File: src/rtl/alu_nibble_seq.sv
// Sequences a 16-bit operation through an external 4-bit ALU slice, one nibble per cycle,
// chaining the slice carry from nibble 0 up to nibble 3 and assembling the result.
module alu_nibble_seq (
    input  logic        clk,
    input  logic        rst,
    input  logic        start,
    input  logic        op_m1,
    input  logic        op_m0,
    input  logic [15:0] op_a,
    input  logic [15:0] op_b,
    input  logic        op_cin,
    output logic        alu_m1,
    output logic        alu_m0,
    output logic [3:0]  alu_a,
    output logic [3:0]  alu_b,
    output logic        alu_cin,
    input  logic [3:0]  alu_f,
    input  logic        alu_cout,
    output logic        busy,
    output logic        done,
    output logic [15:0] result,
    output logic        cout
);

    typedef enum logic [1:0] {IDLE, RUN, DONE} state_t;

    state_t      state_q, state_d;
    logic [1:0]  cnt_q, cnt_d;
    logic        carry_q, carry_d;
    logic [15:0] a_lat_q, a_lat_d;
    logic [15:0] b_lat_q, b_lat_d;
    logic        cin_lat_q, cin_lat_d;
    logic        m1_lat_q, m1_lat_d;
    logic        m0_lat_q, m0_lat_d;
    logic [15:0] work_q, work_d;
    logic [15:0] result_q, result_d;
    logic        cout_q, cout_d;

    function automatic logic [3:0] get_nib(input logic [15:0] v, input logic [1:0] idx);
        return v[{idx, 2'b00} +: 4];
    endfunction

    function automatic logic [15:0] set_nib(input logic [15:0] v, input logic [1:0] idx,
                                            input logic [3:0] n);
        logic [15:0] r;
        r = v;
        r[{idx, 2'b00} +: 4] = n;
        return r;
    endfunction

    always_comb begin
        state_d   = state_q;
        cnt_d     = cnt_q;
        carry_d   = carry_q;
        a_lat_d   = a_lat_q;
        b_lat_d   = b_lat_q;
        cin_lat_d = cin_lat_q;
        m1_lat_d  = m1_lat_q;
        m0_lat_d  = m0_lat_q;
        work_d    = work_q;
        result_d  = result_q;
        cout_d    = cout_q;
        alu_m1    = 1'b0;
        alu_m0    = 1'b0;
        alu_a     = 4'h0;
        alu_b     = 4'h0;
        alu_cin   = 1'b0;

        case (state_q)
            IDLE: begin
                if (start) begin
                    a_lat_d   = op_a;
                    b_lat_d   = op_b;
                    cin_lat_d = op_cin;
                    m1_lat_d  = op_m1;
                    m0_lat_d  = op_m0;
                    cnt_d     = 2'd0;
                    carry_d   = 1'b0;
                    work_d    = 16'h0000;
                    state_d   = RUN;
                end
            end
            RUN: begin
                alu_m1  = m1_lat_q;
                alu_m0  = m0_lat_q;
                alu_a   = get_nib(a_lat_q, cnt_q);
                alu_b   = get_nib(b_lat_q, cnt_q);
                alu_cin = (cnt_q == 2'd0) ? cin_lat_q : carry_q;
                work_d  = set_nib(work_q, cnt_q, alu_f);
                carry_d = alu_cout;
                cnt_d   = cnt_q + 2'd1;
                // Result is published whole on the last nibble so partial sums never leak out.
                if (cnt_q == 2'd3) begin
                    result_d = {alu_f, work_q[11:0]};
                    cout_d   = alu_cout;
                    state_d  = DONE;
                end
            end
            DONE:    state_d = IDLE;
            default: state_d = IDLE;
        endcase
    end

    always_ff @(posedge clk) begin
        if (rst) begin
            state_q   <= IDLE;
            cnt_q     <= 2'd0;
            carry_q   <= 1'b0;
            a_lat_q   <= 16'h0000;
            b_lat_q   <= 16'h0000;
            cin_lat_q <= 1'b0;
            m1_lat_q  <= 1'b0;
            m0_lat_q  <= 1'b0;
            work_q    <= 16'h0000;
            result_q  <= 16'h0000;
            cout_q    <= 1'b0;
        end else begin
            state_q   <= state_d;
            cnt_q     <= cnt_d;
            carry_q   <= carry_d;
            a_lat_q   <= a_lat_d;
            b_lat_q   <= b_lat_d;
            cin_lat_q <= cin_lat_d;
            m1_lat_q  <= m1_lat_d;
            m0_lat_q  <= m0_lat_d;
            work_q    <= work_d;
            result_q  <= result_d;
            cout_q    <= cout_d;
        end
    end

    assign busy   = (state_q != IDLE);
    assign done   = (state_q == DONE);
    assign result = result_q;
    assign cout   = cout_q;

endmodule

File: config.mk
export PLATFORM = sky130hd
export DESIGN_NAME = alu_nibble_seq
export DESIGN_NICKNAME = d
export VERILOG_FILES = /design/src/rtl/alu_nibble_seq.sv
export SDC_FILE = /design/constraint.sdc
export NUM_CORES = 1
export LEC_CHECK = 0
export BUFFER_PORTS_ARGS = -buffer_cell sky130_fd_sc_hd__buf_4
export CAP_MARGIN = 10
export CORE_MARGIN = 4
export CORE_UTILIZATION = 40
export DETAILED_ROUTE_END_ITERATION = 10
export GPL_TIMING_DRIVEN = 0
export RECOVER_POWER = 25
export SLEW_MARGIN = 20
export SYNTH_ARGS = -nofsm -noshare
export SYNTH_HDL_FRONTEND = slang
export SYNTH_SLANG_ARGS = --single-unit
export TNS_END_PERCENT = 30
File: constraint.sdc
create_clock -name clk -period 2.1 [get_ports clk]
set_input_delay 0.525 -clock clk [delete_from_list [all_inputs] [get_ports clk]]
set_output_delay 0.525 -clock clk [all_outputs]
set_load 0.005 [all_outputs]
After elaboration in Yosys (flattened, before gate mapping)
Cells that the tools add are included.
W data, S select, Z words.
Cells by class
  shifts and indexed selects: 4
  reduce and logical (&&, ||, !) cells: 8
  equality and inequality tests: 5
  $add $sub $neg: 2
  muxes and demuxes: 16
Operators with widths (count)
  $pmux W16 S2: 1
  $shiftx A16 B5 Y4: 2
  $bwmux W16: 1
  $mux W16: 1
  $shift A4 B6 Y16 const A: 1
  $shiftx A4 B6 Y16: 1
  $mux W4: 2
  $pmux W2 S2: 2
  $reduce_and A2 Y1: 4
  $mux W2: 3
  $neg A4 Y6: 1
  $mux W1: 5
  $eq A2 B2 Y1 const B: 2
  $logic_not A2 Y1: 2
  $ne A2 B2 Y1 const B: 2
  $reduce_bool A2 Y1: 2
  $add A2 B1 Y2 const B: 1
  $eq A2 B1 Y1 const B: 1
  $pmux W1 S2: 1
Storage, ports and cells
  output and inout bits: 30
  bits of input ports: 43
  register bits: 73

Logic depth before layout (Yosys ltp)
Gate-level depths: netlist of run 1.
  depth after elaboration: 4
  depth in mapped cells: 6

Worst setup path before layout of run 1
Ideal clock, no wire load.
  path type: register to output
  start point: register cnt_q[0]
  end point: output port alu_a[0]
  data arrival time: 1.305 ns
  path slack: 0.270 ns
  cell stages (with the launch flop): 4
  required time: 1.575 ns
  path buffers: 1
  cell sequence: dfxtp_1 -> buf_4 -> mux4_2 -> and2_1
Between the ends
  cells in the longest elaborated chain, start to end: 2
Ends and longest elaborated chain
  start: declaration: RTL line 28  | logic [1:0] cnt_q, cnt_d;
  start signal: assignment: RTL line 119  | cnt_q <= cnt_d;
  $shiftx A16 B5 Y4: RTL line 40  | return v[{idx, 2'b00} +: 4];
  $mux W4: RTL line 69  | case (state_q)
  end: declaration: RTL line 14  | output logic [3:0] alu_a,
No other way between the ends.

Worst setup path in the final report of run 1
  start point: register cnt_q[0]
  end point: output port alu_b[0]
Between the ends
  cells in the longest elaborated chain, start to end: 2
Ends and longest elaborated chain
  $shiftx A16 B5 Y4: RTL line 40
  $mux W4: RTL line 69
  end: declaration: RTL line 15  | output logic [3:0] alu_b,
No other way between the ends.

==> flow_summary.yaml, run 1 <==
cts:
  clock-sinks: 69
  clock_latency_ns: 0.33
  cts_made_buffers: 9
  cts_htree_levels: 3
  cts_tree: "yes"
  cts_buffer_depth: 2
  path_clk_slew_ns: 0.07
  root_buffer: "clkbuf_8"
route:
  viasPerCell: 4.893
  drtIter0Drc: 75
  dr.pass1.iters: 4
  wirelength_mm: 7.061
  wl_per_cell_um: 14.01
  ant_nets: 0
  drc: 0
  vias: 2466
layout:
  diodes: 0
  area_growth_pct: 34.29
  nets: 453
  drive_gt1_frac: 0.3235
synthesis:
  synth-async-reset-ratio: 0
  seq_area_frac_synth: 0.4853
  synth_nets: 368
  ys_types: 29
  synth_warnings: 0
  yosys_most_used_dff: "dfxtp_1"
  synth_area_um2: 2846
  synth_top_area_frac: 0.4853
  netlist_instances: 320
  synth_area_leaders: "dfxtp_1, nand2_1, a21oi_1, mux4_2, a22o_1"
  synth_seq_cells: 69
  synth_edf_count: 0
  synth_area_per_cell_um2: 8.895
  synth_top_area_cell: "dfxtp_1"
power:
  peakVddDrop_mv: 0.3696
  power.total_mw: 2.829
  power_density_nw_per_um2: 740.1
  cellLeakagePower_nw: 1.562
place:
  finalWeightedCongestion: 0.7995
  port_buffers: 71
  dp_hpwl_mm: 5.041
sta:
  worst_pin_slew_ns: 0.5662
  fin_skew_ns: 0.004438
  relSlewSlack: 0.6226
  fin_crit_sh: 1.019
  hold_viol_final: 0
  drv_slew: 0
  fin_crit_ns: 2.141
  rsz0062_at_grt: "true"
  fin_ws_ns: -0.04084
  setup_viol: 7
  fin_setup_tns_ns: -0.2155
  clock.fmax_ghz: 0.4671
critical_path:
  critPathSlowestCell: "mux4_2"
  startpoint_type: "register"
  rr_startpoint: "state_q[1]"
  r2r_slack_ns: 0.42
  worstRegToRegCells: 5
  cpPeakStageDelay_ns: 0.50
  worstPathMaxFanout: 8
  critical_path_class: "reg -> out"
  end_kind: "primary output"
  critical_path.cell_chain: "buf_12 -> mux4_2 -> and2_4 -> buf_6"
  cp.required_ns: 1.57
  crit_arrival_ns: 1.62
  regToRegEndpoint: "a_lat_q[6]"
die:
  row_count: 30
  initial_core_util: 0.4144
  die_h_um: 92.36
  coreArea_um2: 6869
  io_pins: 73
  dieArea_um2: 8529
  chipWidth_um: 92.36
hold_path:
  holdPathStages: 3
  holdPathEnd: "a_lat_q[8]"
  hp-start: "op_a[8]"
  hp-class: "in -> reg"
status:
  violations: "setup timing"
  status: "finished with violations"
global_route:
  grt_pass1_wl_mm: 11.77
  grt_use_total: 0.1747
  grt_pass1_vias: 2455
  overflow: 0
  grt_max_degree: 11
  antenna_found_initial: 0
flow_run:
  drv_cap: 0
[layout make-up]
class,count,area [µm²]
Buffer,22,152.6
Clock buffer,13,168.9
Clock inverter,1,30.03
Fill cell,653,3047
Inverter,3,11.26
Multi-Input combinational cell,226,1359
Sequential cell,69,1386
Tap cell,96,120.1
Timing Repair Buffer,74,594.3
[stage by stage]
stage	instance area (µm²)	setup WS (ns)	util	hold slack [ns]	instances
6_report	3822	-0.04084	0.5565	0.4321	504
5_1_grt	3822	-0.09646	0.5565	0.4198	504
4_1_cts	3814	-0.05510	0.5552	0.4190	504
3_5_place_dp	3500	-0.1264	0.5095	0.4451	487
3_3_place_gp	3500	-0.1021	0.5095	0.4414	487
2_1_floorplan	2846	0.2698	-	0.4317	320
[how the worst max path moves through the flow]
stage / start / endpoint / slack (ns)
6_report: cnt_q[0] / alu_b[0] / -0.04
5_1_grt: cnt_q[0] / alu_a[1] / -0.1
4_1_cts: cnt_q[0] / alu_b[0] / -0.06
3_5_place_dp: cnt_q[1] / alu_cin / -0.13
3_3_place_gp: cnt_q[1] / alu_cin / -0.10
2_1_floorplan: cnt_q[0] / alu_a[0] / 0.27
[report_power, final]
part	switching, mW	total, mW	internal, mW
sequential	0.0272	1.39	1.36
combinational	0.173	0.356	0.183
clock	0.454	1.09	0.634
total	0.654	2.83	2.18
[layout by cell type, fill, tap and decap left out, types with 7 or more instances in the layout]
cell	Yosys	final
a21oi_1	58	58
a22o_1	12	12
and2_4	0	7
buf_2	8	8
buf_4	2	51
buf_6	4	11
clkbuf_1	7	7
clkbuf_4	0	16
clkbuf_8	0	13
dfxtp_1	69	67
mux4_2	8	8
nand2_1	108	108
[cells by family (layout without fill, tap and decap cells)]
kind of cell	after synthesis	count (layout)	synth area share
flip-flops	69	69	0.4853
AO/OA/AOI/OAI	71	71	0.1415
buffers and inverters	25	113	0.04967
multiplexers	12	12	0.07868
adder cells (fa/ha/maj)	5	5	0.02198
AND/OR/NAND/NOR	138	138	0.2229
[cells in the mapped netlist, types with 2 or more instances]
cell type / number
ha_1: 5
nand2_1: 108
mux2_2: 3
nor2_1: 4
a22o_1: 12
buf_4: 2
buf_6: 4
nand3_1: 3
a21oi_1: 58
inv_1: 3
buf_2: 8
nand2b_1: 3
mux4_2: 8
dfxtp_1: 69
and2_1: 10
clkbuf_1: 7
[critical path, delay by kind of cell, from the launching register on]
kind / cells / cell delay [ns]
DFF: 1 / 0.38
muxes: 1 / 0.50
buffers and inverters: 2 / 0.24
and+or+nand+nor: 1 / 0.15
[sequential cells by signal (all words and copies together) (netlist names), 2 cells and up]
register / flops
b_lat_q: 16
work_q: 12
cnt_q: 2
result: 16
state_q: 2
a_lat_q: 16
[routing by layer]
layer	up-vias	wire, µm	GRT usage
met5	-	0	0
met4	0	62	0.04827
met3	7	363	0.05118
met2	53	3424	0.2870
met1	1164	3211	0.2235
li1	1242	-	-
[timing repair]
action,CTS,global route
setup buffers,3,0
resized for setup,27,6
hold endpoints to repair,0,0
endpoints found under the setup margin,19,11
hold buffers,0,0
pin swaps,8,0
No activity file was read; power rests on OpenSTA's default activity.
==> run 2: changes to the inputs <==
--- a/config.mk
+++ b/config.mk
@@ -8,9 +8,10 @@
 export BUFFER_PORTS_ARGS = -buffer_cell sky130_fd_sc_hd__buf_4
 export CAP_MARGIN = 10
 export CORE_MARGIN = 4
-export CORE_UTILIZATION = 40
+export CORE_UTILIZATION = 52
 export DETAILED_ROUTE_END_ITERATION = 10
 export GPL_TIMING_DRIVEN = 0
+export PLACE_DENSITY = 0.79
 export RECOVER_POWER = 25
 export SLEW_MARGIN = 20
 export SYNTH_ARGS = -nofsm -noshare
==> run 2 against run 1 <==
  * The run still ends with setup timing left
  * First-iteration DRC count is 110% higher
  * Flip-flop and latch count stayed put
  * Via count is 2.4% higher
  * Combinational power hardly changed
  * Global-route usage is 5.8 points higher
  * Clock skew is 0.0022 ns higher
  * Maximum frequency is 2.0% lower
  * Routed wire length is 1.8% higher
  * Register-to-register slack worse by 0.09 ns
  * Setup slack worse by 0.043 ns
  * Total power is 1.4% higher
  * Sequential power hardly changed
  * Critical path type unchanged
  * Largest cell class unchanged
==> flow_summary.yaml, run 2 (synthesized netlist as in run 1, its figures left out) <==
sta:
  drv_slew: 0
  worst_pin_slew_ns: 0.5815
  fin_crit_sh: 1.040
  hold_viol_final: 0
  clock.fmax_ghz: 0.4579
  rsz0062_at_grt: "true"
  setup_viol: 9
  fin_skew_ns: 0.006622
  fin_ws_ns: -0.08385
  relSlewSlack: 0.6123
  fin_crit_ns: 2.184
layout:
  finish.utilization: 0.7267
  diodes: 0
  stdcell_area_um2: 3782
  final_common_cell: "nand2_1"
  area_growth_pct: 32.88
  drive_gt1_frac: 0.3285
  mostFrequentLayoutCells: "nand2_1, dfxtp_1, a21oi_1"
  nets: 454
place:
  dp_hpwl_mm: 4.931
  finalWeightedCongestion: 0.8198
  place_area_um2: 3467
  port_buffers: 71
status:
  violations: "setup timing"
  status: "finished with violations"
critical_path:
  rr_startpoint: "cnt_q[0]"
  critical_path_class: "reg -> out"
  worstRegToRegCells: 6
  path_delay_family: "multiplexers"
  r2r_slack_ns: 0.33
  worstPathMaxFanout: 8
  end_kind: "primary output"
  startpoint_type: "register"
  crit_arrival_ns: 1.66
  crit_buf_inv: 2
  cp.required_ns: 1.57
  critPathSlowestCell: "mux4_2"
  critical_path.cell_chain: "buf_12 -> mux4_2 -> and2_4 -> buf_6"
  cpPeakStageDelay_ns: 0.49
  regToRegEndpoint: "work_q[2]"
global_route:
  grt_pass1_vias: 2520
  use_met1: 0.2940
  grtUsageMet2: 0.3732
  grt_use_total: 0.2330
  grt_pass1_wl_mm: 11.66
  use_met3: 0.05044
  overflow: 0
  antenna_found_initial: 0
  grt_max_degree: 14
  busiest_layer: "met2"
cts:
  clock_latency_ns: 0.35
  cts_htree_levels: 3
  path_clk_slew_ns: 0.08
  cts_buffer_depth: 2
  cts_made_buffers: 9
  cts_tree: "yes"
  clock-sinks: 69
  root_buffer: "clkbuf_8"
die:
  io_pins: 73
  dieArea_um2: 6722
  initial_core_util: 0.5469
  coreArea_um2: 5205
  chipWidth_um: 81.99
  die_h_um: 81.99
  row_count: 26
route:
  drc: 0
  wl_per_cell_um: 14.94
  dr.pass1.iters: 4
  drtIter0Drc: 157
  wirelength_mm: 7.186
  viasPerCell: 5.252
  vias: 2526
  ant_nets: 0
power:
  power_density_nw_per_um2: 758.6
  p_clk_frac: 0.394
  power.sequential.fraction: 0.482
  comb_power_share: 0.123
  p_int_mw: 2.128
  p_sw_uw: 741.4
  peakVddDrop_mv: 0.5067
  cellLeakagePower_nw: 1.566
  switching_share: 0.2584
hold_path:
  holdPathEnd: "a_lat_q[11]"
  hp-start: "op_a[11]"
  holdPathStages: 3
  hp-class: "in -> reg"
flow_run:
  drv_cap: 0
## run 2: changes by cell type in the layout (fill, tap and decap cells not counted), sizes merged
cell | before | now
clkinv | 0 | 3
clkinvlp | 0 | 1
buf | 73 | 74
inv | 3 | 4
clkbuf | 36 | 33
## run 2: metrics by stage
stage / cells / hold WS [ns] / setup WS (ns) / total power [mW] / setup TNS [ns]
2_1_floorplan: 320 / 0.4317 / 0.2698 / 1.605 / 0
3_3_place_gp: 461 / 0.4397 / -0.04198 / 1.731 / -0.1590
3_5_place_dp: 461 / 0.4462 / -0.04088 / 1.739 / -0.1237
4_1_cts: 481 / 0.4021 / -0.08830 / 2.881 / -0.6458
5_1_grt: 481 / 0.4093 / -0.1396 / 2.978 / -0.9553
6_report: 481 / 0.4166 / -0.08385 / 2.869 / -0.5536
## run 2: how the worst max path moves through the flow
stage,startpoint,endpoint,slack [ns],cells after the start
2_1_floorplan,cnt_q[0],alu_a[0],0.27,3
6_report,cnt_q[0],alu_b[2],-0.08,4
4_1_cts,cnt_q[0],alu_a[3],-0.09,4
3_3_place_gp,cnt_q[1],alu_cin,-0.04,6
3_5_place_dp,cnt_q[1],alu_cin,-0.04,6
5_1_grt,cnt_q[0],alu_b[2],-0.14,4
## run 2: power by group through the flow
stage | combinational [mW] | clock, mW | sequential, mW
4_1_cts | 0.351 | 1.15 | 1.38
5_1_grt | 0.388 | 1.20 | 1.39
3_3_place_gp | 0.318 | 0 | 1.41
3_5_place_dp | 0.324 | 0 | 1.41
6_report | 0.354 | 1.13 | 1.38
2_1_floorplan | 0.199 | 0 | 1.41
## run 2: area by class of cell
class	instances	area (µm²)
plain buffers	22	155.1
clock buffers	10	137.6
clock inverters	6	70.07
fillers	390	1423
inverters	3	15.01
multi-input cells	226	1349
flip-flops and latches	69	1386
well taps	70	87.58
repair buffers	75	581.8
## run 2: what timing repair did
item	4_1_cts	5_1_grt
gates resized for setup	23	5
setup endpoints to repair	13	11
hold buffers	0	0
setup buffers	4	0
pin swaps	6	2
## run 2: worst register-to-register path, delay by kind of cell, from the launching register on
family | cells | cell delay [ns]
compound gates | 2 | 0.56
fa+ha+maj | 1 | 0.23
buf+inv | 2 | 0.27
flops | 1 | 0.39
mux | 1 | 0.26
## run 2: metal layers
layer | routed length [µm] | part of all wire | up-vias
met1 | 3042 | 0.42 | 1185
met5 | 0 | 0 | -
met2 | 3570 | 0.50 | 81
met3 | 435 | 0.061 | 12
met4 | 138 | 0.019 | 0
li1 | - | - | 1248
==> run 3: changes to the inputs <==
--- a/config.mk
+++ b/config.mk
@@ -8,10 +8,10 @@
 export BUFFER_PORTS_ARGS = -buffer_cell sky130_fd_sc_hd__buf_4
 export CAP_MARGIN = 10
 export CORE_MARGIN = 4
-export CORE_UTILIZATION = 52
+export CORE_UTILIZATION = 45
 export DETAILED_ROUTE_END_ITERATION = 10
 export GPL_TIMING_DRIVEN = 0
-export PLACE_DENSITY = 0.79
+export PLACE_DENSITY = 0.7
 export RECOVER_POWER = 25
 export SLEW_MARGIN = 20
 export SYNTH_ARGS = -nofsm -noshare
==> run 3 against run 2 <==
  * The flow still finishes with violations (setup timing)
  * Register-to-register slack better by 0.10 ns
  * Global-route usage down 3.9 points
  * Sequential share of layout area down 0.18 points
  * Flip-flop and latch count unchanged
  * Combinational power up 3%
  * Cell count up 1.2%
  * Worst hold slack better by 0.0014 ns
  * Largest cell class unchanged
  * Largest power group unchanged
==> flow_summary.yaml, run 3 (synthesized netlist as in run 1, its figures left out) <==
critical_path:
  end_kind: "primary output"
  regToRegEndpoint: "work_q[0]"
  path_delay_family: "multiplexers"
  cp_common_cell: "buf_4"
  cpPeakStageDelay_ns: 0.48
  crit_buf_inv: 2
  crit_arrival_ns: 1.66
  rr_startpoint: "cnt_q[1]"
  critical_path_class: "reg -> out"
  r2r_slack_ns: 0.43
  critical_path.cell_chain: "buf_4 -> mux4_2 -> and2_4 -> buf_4"
  worstPathMaxFanout: 5
  startpoint_type: "register"
  worstRegToRegCells: 6
  critPathSlowestCell: "mux4_2"
  cp.required_ns: 1.57
status:
  status: "finished with violations"
  violations: "setup timing"
die:
  initial_core_util: 0.4724
  dieArea_um2: 7662
  die_h_um: 87.54
  io_pins: 73
  chipWidth_um: 87.54
  row_count: 28
  coreArea_um2: 6026
layout:
  final_common_cell: "nand2_1"
  fillers: 546
  fin_cells: 487
  mostFrequentLayoutCells: "nand2_1, dfxtp_1, a21oi_1"
  stdcell_area_um2: 3801
  area_growth_pct: 33.54
  nets: 456
  drive_gt1_frac: 0.3277
  finish.utilization: 0.6308
  diodes: 0
global_route:
  grt_pass1_wl_mm: 11.37
  antenna_found_initial: 0
  grt_use_total: 0.1944
  overflow: 0
  grt_pass1_vias: 2401
  grt_max_degree: 11
route:
  wirelength_mm: 6.943
  drtIter0Drc: 130
  drc: 0
  ant_nets: 0
  wl_met1_mm: 2.961
  viasPerCell: 5.066
  routed.top_layer: "met4"
  vias: 2467
  dr.pass1.iters: 5
  wl_met3_um: 407
  wl_per_cell_um: 14.26
  met2_length_mm: 3.466
sta:
  fin_ws_ns: -0.08789
  relSlewSlack: 0.6441
  fin_skew_ns: 0.003948
  setup_viol: 8
  rsz0062_at_grt: "true"
  fin_crit_ns: 2.188
  hold_viol_final: 0
  clock.fmax_ghz: 0.4571
  fin_setup_tns_ns: -0.5653
  worst_pin_slew_ns: 0.5338
  drv_slew: 0
  fin_crit_sh: 1.042
  hold_ws_ns: 0.4180
place:
  port_buffers: 71
  place_ws_ns: -0.08309
  finalWeightedCongestion: 0.7818
  dpl.cell_count: 466
  dp_hpwl_mm: 4.865
  place_area_um2: 3473
hold_path:
  hp-start: "op_b[10]"
  holdPathStages: 3
  hp-class: "in -> reg"
  holdPathEnd: "b_lat_q[10]"
power:
  cellLeakagePower_nw: 1.573
  power.total_mw: 2.724
  peakVddDrop_mv: 0.4428
  power_density_nw_per_um2: 716.7
cts:
  clock_latency_ns: 0.35
  clock-sinks: 69
  root_buffer: "clkbuf_8"
  cts_tree: "yes"
  cts_made_buffers: 9
  path_clk_slew_ns: 0.07
  postCtsHoldBufs: 0
  cts_buffer_depth: 2
  cts_htree_levels: 3
flow_run:
  drv_cap: 0
## run 3: per-layer routing
layer | GRT usage | up-vias
met3 | 0.06867 | 13
met1 | 0.2434 | 1149
met5 | 0 | -
met2 | 0.3103 | 56
li1 | - | 1249
met4 | 0.07113 | 0
## run 3: area by class of cell
class / instances / area (µm²) / share of cell area
clock inverter: 1 / 5.005 / 0.001317
multi-input combinational: 226 / 1361 / 0.3581
inverter: 3 / 11.26 / 0.002962
timing repair buffer: 77 / 616.8 / 0.1623
buffer: 22 / 153.9 / 0.04049
sequential: 69 / 1386 / 0.3647
clock buffer: 14 / 172.7 / 0.04542
tap: 75 / 93.84 / 0.02469
## run 3: how the worst max path moves through the flow
stage / endpoint / cells after the start / start
3_5_place_dp: alu_cin / 6 / cnt_q[1]
5_1_grt: alu_b[3] / 4 / cnt_q[0]
4_1_cts: alu_b[0] / 4 / cnt_q[0]
2_1_floorplan: alu_a[0] / 3 / cnt_q[0]
6_report: alu_a[3] / 4 / cnt_q[0]
3_3_place_gp: alu_cin / 6 / cnt_q[1]
## run 3: where the power goes
group | internal [mW] | switching (mW) | total (mW)
Combinational | 0.190 | 0.174 | 0.364
Clock | 0.518 | 0.456 | 0.974
Sequential | 1.36 | 0.0277 | 1.39
## run 3: worst min-delay path, stage by stage
cell and delay [ns]:
buf_4 0.10, nand2_1 0.04, a21oi_1 0.05
## run 3: repair_timing
item                                    4_1_cts  5_1_grt
resized for setup                            20       13
cloned                                        1        0
setup buffers                                 5        0
pin swaps                                     5        1
endpoints found under the setup margin       15       11
